[config.mk]
export PLATFORM = sky130hd
export DESIGN_NAME = stopwatch_ctrl
export DESIGN_NICKNAME = d
export VERILOG_FILES = /design/src/rtl/stopwatch_ctrl_pkg.sv /design/src/rtl/stopwatch_ctrl_edge_rise.sv /design/src/rtl/stopwatch_ctrl.sv
export SDC_FILE = /design/constraint.sdc
export NUM_CORES = 1
export LEC_CHECK = 0
export BUFFER_PORTS_ARGS = -buffer_cell sky130_fd_sc_hd__buf_2
export CAP_MARGIN = 5
export CORE_UTILIZATION = 35
export DETAILED_ROUTE_END_ITERATION = 6
export PLACE_DENSITY_LB_ADDON = 0.08
export SYNTH_ARGS = -nofsm -noshare
export SYNTH_HDL_FRONTEND = slang
export SYNTH_SLANG_ARGS = --single-unit
[constraint.sdc]
create_clock -name clk -period 2 [get_ports clk]
set_clock_uncertainty 0.05 [all_clocks]
set_input_delay 0.1 -clock clk [delete_from_list [all_inputs] [get_ports clk]]
set_output_delay 0.1 -clock clk [all_outputs]
set_load 0.01 [all_outputs]
[src/rtl/stopwatch_ctrl_pkg.sv]
// Shared definitions for the stopwatch control FSM: state encodings and default timing.
package stopwatch_ctrl_pkg;

   typedef enum logic [1:0] {
      ST_IDLE  = 2'b00,
      ST_RUN   = 2'b01,
      ST_PAUSE = 2'b10,
      ST_LAP   = 2'b11
   } sw_state_t;

   localparam int HOLD_CYCLES_DEF = 750;
   localparam int HOLD_W_DEF      = 10;

endpackage

[src/rtl/stopwatch_ctrl_edge_rise.sv]
// Rising-edge detector on a debounced button level; history flop reset value is selectable
// so a button held through reset does not look like a fresh press.
module edge_rise #(
   parameter logic RST_VAL = 1'b1
) (
   input  logic clk,
   input  logic rst_n,
   input  logic btn,
   output logic rise
);

   logic prev;

   always_ff @(posedge clk or negedge rst_n) begin
      if (!rst_n) prev <= RST_VAL;
      else        prev <= btn;
   end

   assign rise = btn & ~prev;

endmodule

[src/rtl/stopwatch_ctrl.sv]
// Stopwatch control: start/stop and lap/reset sequencing, long-press master clear,
// registered run / clear / hold_display outputs for the time counter and display.
//
//   state    | meaning
//   ---------+------------------------------------------------
//   ST_IDLE  | stopped and cleared, waiting for start
//   ST_RUN   | counting, display live
//   ST_PAUSE | counting stopped, value retained
//   ST_LAP   | counting continues, display frozen on lap value
module stopwatch_ctrl
   import stopwatch_ctrl_pkg::*;
#(
   parameter int HOLD_CYCLES = HOLD_CYCLES_DEF,
   parameter int HOLD_W      = HOLD_W_DEF
) (
   input  logic       clk,
   input  logic       rst_n,
   input  logic       btn_start,
   input  logic       btn_lap,
   output logic       run,
   output logic       clear,
   output logic       hold_display,
   output logic [1:0] state_o
);

   localparam logic [HOLD_W-1:0] HOLD_LAST = HOLD_W'(HOLD_CYCLES - 1);
   localparam logic [HOLD_W-1:0] HOLD_SAT  = HOLD_W'(HOLD_CYCLES);

   sw_state_t         state, state_nxt;
   logic              clear_nxt, run_nxt, hold_nxt;
   logic              rise_start, rise_lap, long_fire;
   logic [HOLD_W-1:0] hold_cnt;

   edge_rise #(.RST_VAL(1'b1)) u_rise_start (
      .clk  (clk),
      .rst_n(rst_n),
      .btn  (btn_start),
      .rise (rise_start)
   );

   edge_rise #(.RST_VAL(1'b1)) u_rise_lap (
      .clk  (clk),
      .rst_n(rst_n),
      .btn  (btn_lap),
      .rise (rise_lap)
   );

   // Saturates one past the fire value so each press gives a single master clear.
   always_ff @(posedge clk or negedge rst_n) begin
      if (!rst_n)                  hold_cnt <= '0;
      else if (!btn_lap)           hold_cnt <= '0;
      else if (hold_cnt != HOLD_SAT) hold_cnt <= hold_cnt + 1'b1;
   end

   assign long_fire = btn_lap & (hold_cnt == HOLD_LAST);

   // Priority: long press, then start, then lap (a lap rise colliding with start is dropped).
   always_comb begin
      state_nxt = state;
      clear_nxt = 1'b0;
      if (long_fire) begin
         state_nxt = ST_IDLE;
         clear_nxt = 1'b1;
      end else if (rise_start) begin
         case (state)
            ST_IDLE:  state_nxt = ST_RUN;
            ST_RUN:   state_nxt = ST_PAUSE;
            ST_LAP:   state_nxt = ST_PAUSE;
            ST_PAUSE: state_nxt = ST_RUN;
            default:  state_nxt = ST_IDLE;
         endcase
      end else if (rise_lap) begin
         case (state)
            ST_IDLE:  clear_nxt = 1'b1;
            ST_RUN:   state_nxt = ST_LAP;
            ST_LAP:   state_nxt = ST_RUN;
            ST_PAUSE: begin
               state_nxt = ST_IDLE;
               clear_nxt = 1'b1;
            end
            default:  state_nxt = ST_IDLE;
         endcase
      end
      clear_nxt = clear_nxt & ~clear;
      run_nxt   = (state_nxt == ST_RUN) || (state_nxt == ST_LAP);
      hold_nxt  = (state_nxt == ST_LAP);
   end

   always_ff @(posedge clk or negedge rst_n) begin
      if (!rst_n) begin
         state        <= ST_IDLE;
         run          <= 1'b0;
         clear        <= 1'b0;
         hold_display <= 1'b0;
      end else begin
         state        <= state_nxt;
         run          <= run_nxt;
         clear        <= clear_nxt;
         hold_display <= hold_nxt;
      end
   end

   assign state_o = state;

endmodule
==> results.yml <==
run_status:
  run_status: "finished, final reports clean"
synthesis:
  async_flop_share_pct: 100
  synthesis.nets: 89
  synth_compound_area_share_pct: 12.8
  syn_inst: 82
  synth_ff_type: "dfrtp_1"
  syn_area_um2: 850
  synthXorXnorAreaFrac_pct: 2.06
  synth_top_family_by_area: "simple AND/OR/NAND/NOR gates"
  yosys.area_share.simple_pct: 27.2
  muxShareOfSynthArea_pct: 2.36
  synth.distinct_cells: 36
  synth_seq_cells: 16
  synth_seq_area_share_pct: 47.4
  synth_edf_count: 0
  synth_fa_ha_area_share_pct: 4.42
  yosys_warnings: 0
  avgSynthCellArea_um2: 10.4
cells_and_area:
  area_growth_pct: 15.2
  n_antenna_cell: 0
  fillers: 247
  drive_gt1_share_pct: 21.1
  final_nets: 103
  seq_area_um2: 403
  multi_input_area_um2: 415
floorplan:
  num_rows: 17
  core_um2: 2250
  die_area_um2: 2630
  die_w_um: 51.3
  die_h_um: 51.3
  start_util_pct: 37.7
  pin_count: 9
timing:
  relSlewSlack_pct: 75.8
  max_freq_ghz: 0.649
  tightest_slew_ns: 0.360
  final.setup.tns_ns: 0
  fin_crit_sh_pct: 77.0
  period_needed_ns: 1.54
  worst_hold_slack_ns: 0.188
  report.final.slew_viol_count: 0
  hold_viol_final: 0
  rsz0062_at_grt: "no"
  setup_viol: 0
clock_network:
  clock_path_buffers: 2
  ctsRootBufferMaster: "clkbuf_4"
  cts_tree: "done"
  cts_sinks: 16
  htree_levels: 1
  clk_pin_slew_worst_paths_ns: 0.09
  cts_resized: 0
  cts_buffers: 3
  clock_latency_ns: 0.29
critical_path:
  path_class: "reg2reg"
  arrival_ns: 1.71
  worstPathMaxFanout: 6
  crit_chain: "inv_1, ha_1, and4bb_2, a211o_1, a21oi_1"
  r2r_start: "hold_cnt[0]$_DFFE_PN0P_"
  end_kind: "flop"
  path_delay_family: "flip-flops"
  startpoint: "hold_cnt[0]$_DFFE_PN0P_"
  rrSetupSlack_ns: 0.46
  slowest_stage: "dfrtp_1"
  crit_buf_inv: 1
  r2r-end: "hold_cnt[4]$_DFFE_PN0P_"
  cp_slowest_stage_delay_ns: 0.46
  reg2reg_depth: 5
  startpoint_type: "flop"
  required_ns: 2.17
pwr:
  p_leak_nw: 0.422
  switching_power_w: 0.000209
  power_w: 0.000749
  p_int_w: 0.000540
  irDropWorstVdd_mv: 0.513
  powerDensity_nw_per_um2: 765
  p_seq_share_pct: 52.8
  p_sw_share_pct: 27.9
  power_frac_comb_pct: 18.7
  power_frac_clock_pct: 28.5
grt:
  antenna_found_initial: 0
  grt_usage_pct: 14.7
  grt_pass1_wl_um: 2770
  grt_pass1_vias: 605
  grt.overflow.total: 0
  grt_max_degree: 17
placed_design:
  port_buffers: 8
  dp_hpwl_um: 1140
  gp_congestion: 0.868
drt:
  firstDrtPassIters: 4
  drc: 0
  finalWirelength_um: 1610
  wl_per_cell_um: 13.1
  drt-initial-drc-count: 19
  routed-via-count: 660
  ant_nets: 0
  viasPerCell: 5.37
worst_hold_path:
  hold_class: "in2async"
run:
  cap_viol_max_count: 0
metrics by stage:
| step | instances | worst slack (ns) | area, um2 | utilization, % |
|---|---|---|---|---|
| after CTS | 123 | 0.461 | 978 | 43.4 |
| after floorplan | 82 | 0.571 | 850 | - |
| after detailed placement | 116 | 0.485 | 912 | 40.5 |
| after global routing | 123 | 0.331 | 978 | 43.4 |
| final | 123 | 0.460 | 978 | 43.4 |
| after global placement | 116 | 0.508 | 912 | 40.5 |
placed cells by master (no fill, tap or decap), drive strengths merged, types with 2 or more instances in the layout:
master	count
a31oi	3
mux2i	2
nand3	3
nand4	3
nand2	5
nor4	3
or3	2
ha	3
inv	5
a21oi	7
clkbuf	4
dlygate4sd3	3
dfrtp	14
nand2b	4
buf	8
nor3	3
nand3b	2
o21ai	4
dfstp	2
flip-flops by register name, summed over array words and instances (netlist names):
signal             count
hold_cnt              10
u_rise_start.prev      1
hold_display           1
state_o                2
clear                  1
u_rise_lap.prev        1
power groups by stage:
stage                     clock network, W  registers, W  logic (W)
after floorplan                          0      0.000413  0.0000811
after global placement                   0      0.000403   0.000138
after detailed placement                 0      0.000403   0.000138
after CTS                         0.000225      0.000396   0.000143
after global routing              0.000233      0.000402   0.000159
final                             0.000214      0.000395   0.000140
worst reg2reg max path, stage by stage (launching register included):
cell	delay (ns)
dfrtp_1	0.46
inv_1	0.09
ha_1	0.21
and4bb_2	0.26
a211o_1	0.29
a21oi_1	0.12
layout make-up:
| type | instances | area share [%] |
|---|---|---|
| tap | 28 | 3.58 |
| clock buffer | 4 | 3.71 |
| inverter | 5 | 1.92 |
| sequential | 16 | 41.2 |
| timing repair buffer | 11 | 7.16 |
| multi-input combinational | 59 | 42.5 |
cells in the mapped netlist, types with 2 or more instances:
cell type | n | area (um2)
a21oi_1 | 7 | 35.0
nor4_1 | 2 | 12.5
a31oi_1 | 3 | 18.8
nand2b_1 | 4 | 25.0
nand3b_1 | 2 | 15.0
or3_1 | 2 | 12.5
o21ai_0 | 4 | 20.0
inv_1 | 4 | 15.0
nand3_1 | 3 | 15.0
dfstp_2 | 2 | 52.6
nand4_1 | 2 | 12.5
ha_1 | 3 | 37.5
mux2i_1 | 2 | 20.0
dfrtp_1 | 14 | 350
nand2_1 | 5 | 18.8
nor3_1 | 3 | 15.0
worst max path at each step:
stage	to	slack, ns	depth (start not counted)
2_1_floorplan	hold_cnt[4]$_DFFE_PN0P_	0.57	5
3_3_place_gp	hold_cnt[4]$_DFFE_PN0P_	0.51	5
3_5_place_dp	hold_cnt[4]$_DFFE_PN0P_	0.48	5
4_1_cts	hold_cnt[4]$_DFFE_PN0P_	0.46	5
5_1_grt	hold_cnt[4]$_DFFE_PN0P_	0.33	5
6_report	hold_cnt[4]$_DFFE_PN0P_	0.46	5
what timing repair did:
action	in CTS	in global routing
setup buffers	0	0
endpoints found under the hold margin	18	0
endpoints found under the setup margin	0	0
hold buffers	3	0
logic make-up (layout without fill, tap and decap cells):
family / after synthesis / count (layout)
AOI/OAI and AO/OA: 18 / 18
and+or+nand+nor: 34 / 34
DFF: 16 / 16
muxes: 2 / 2
xor gates and xnor gates: 2 / 2
buffers and inverters: 7 / 20
adders and majority gates: 3 / 3
routing by layer:
metal  up-vias  global-route usage [%]  share of wire [%]
met5         -                       0                  0
met4         0                    5.41                1.7
met3         5                    5.36                5.2
met2        18                    20.6                 42
met1       310                    20.6                 51
li1        327                       -                  -
(Power assumes the default switching activity.)
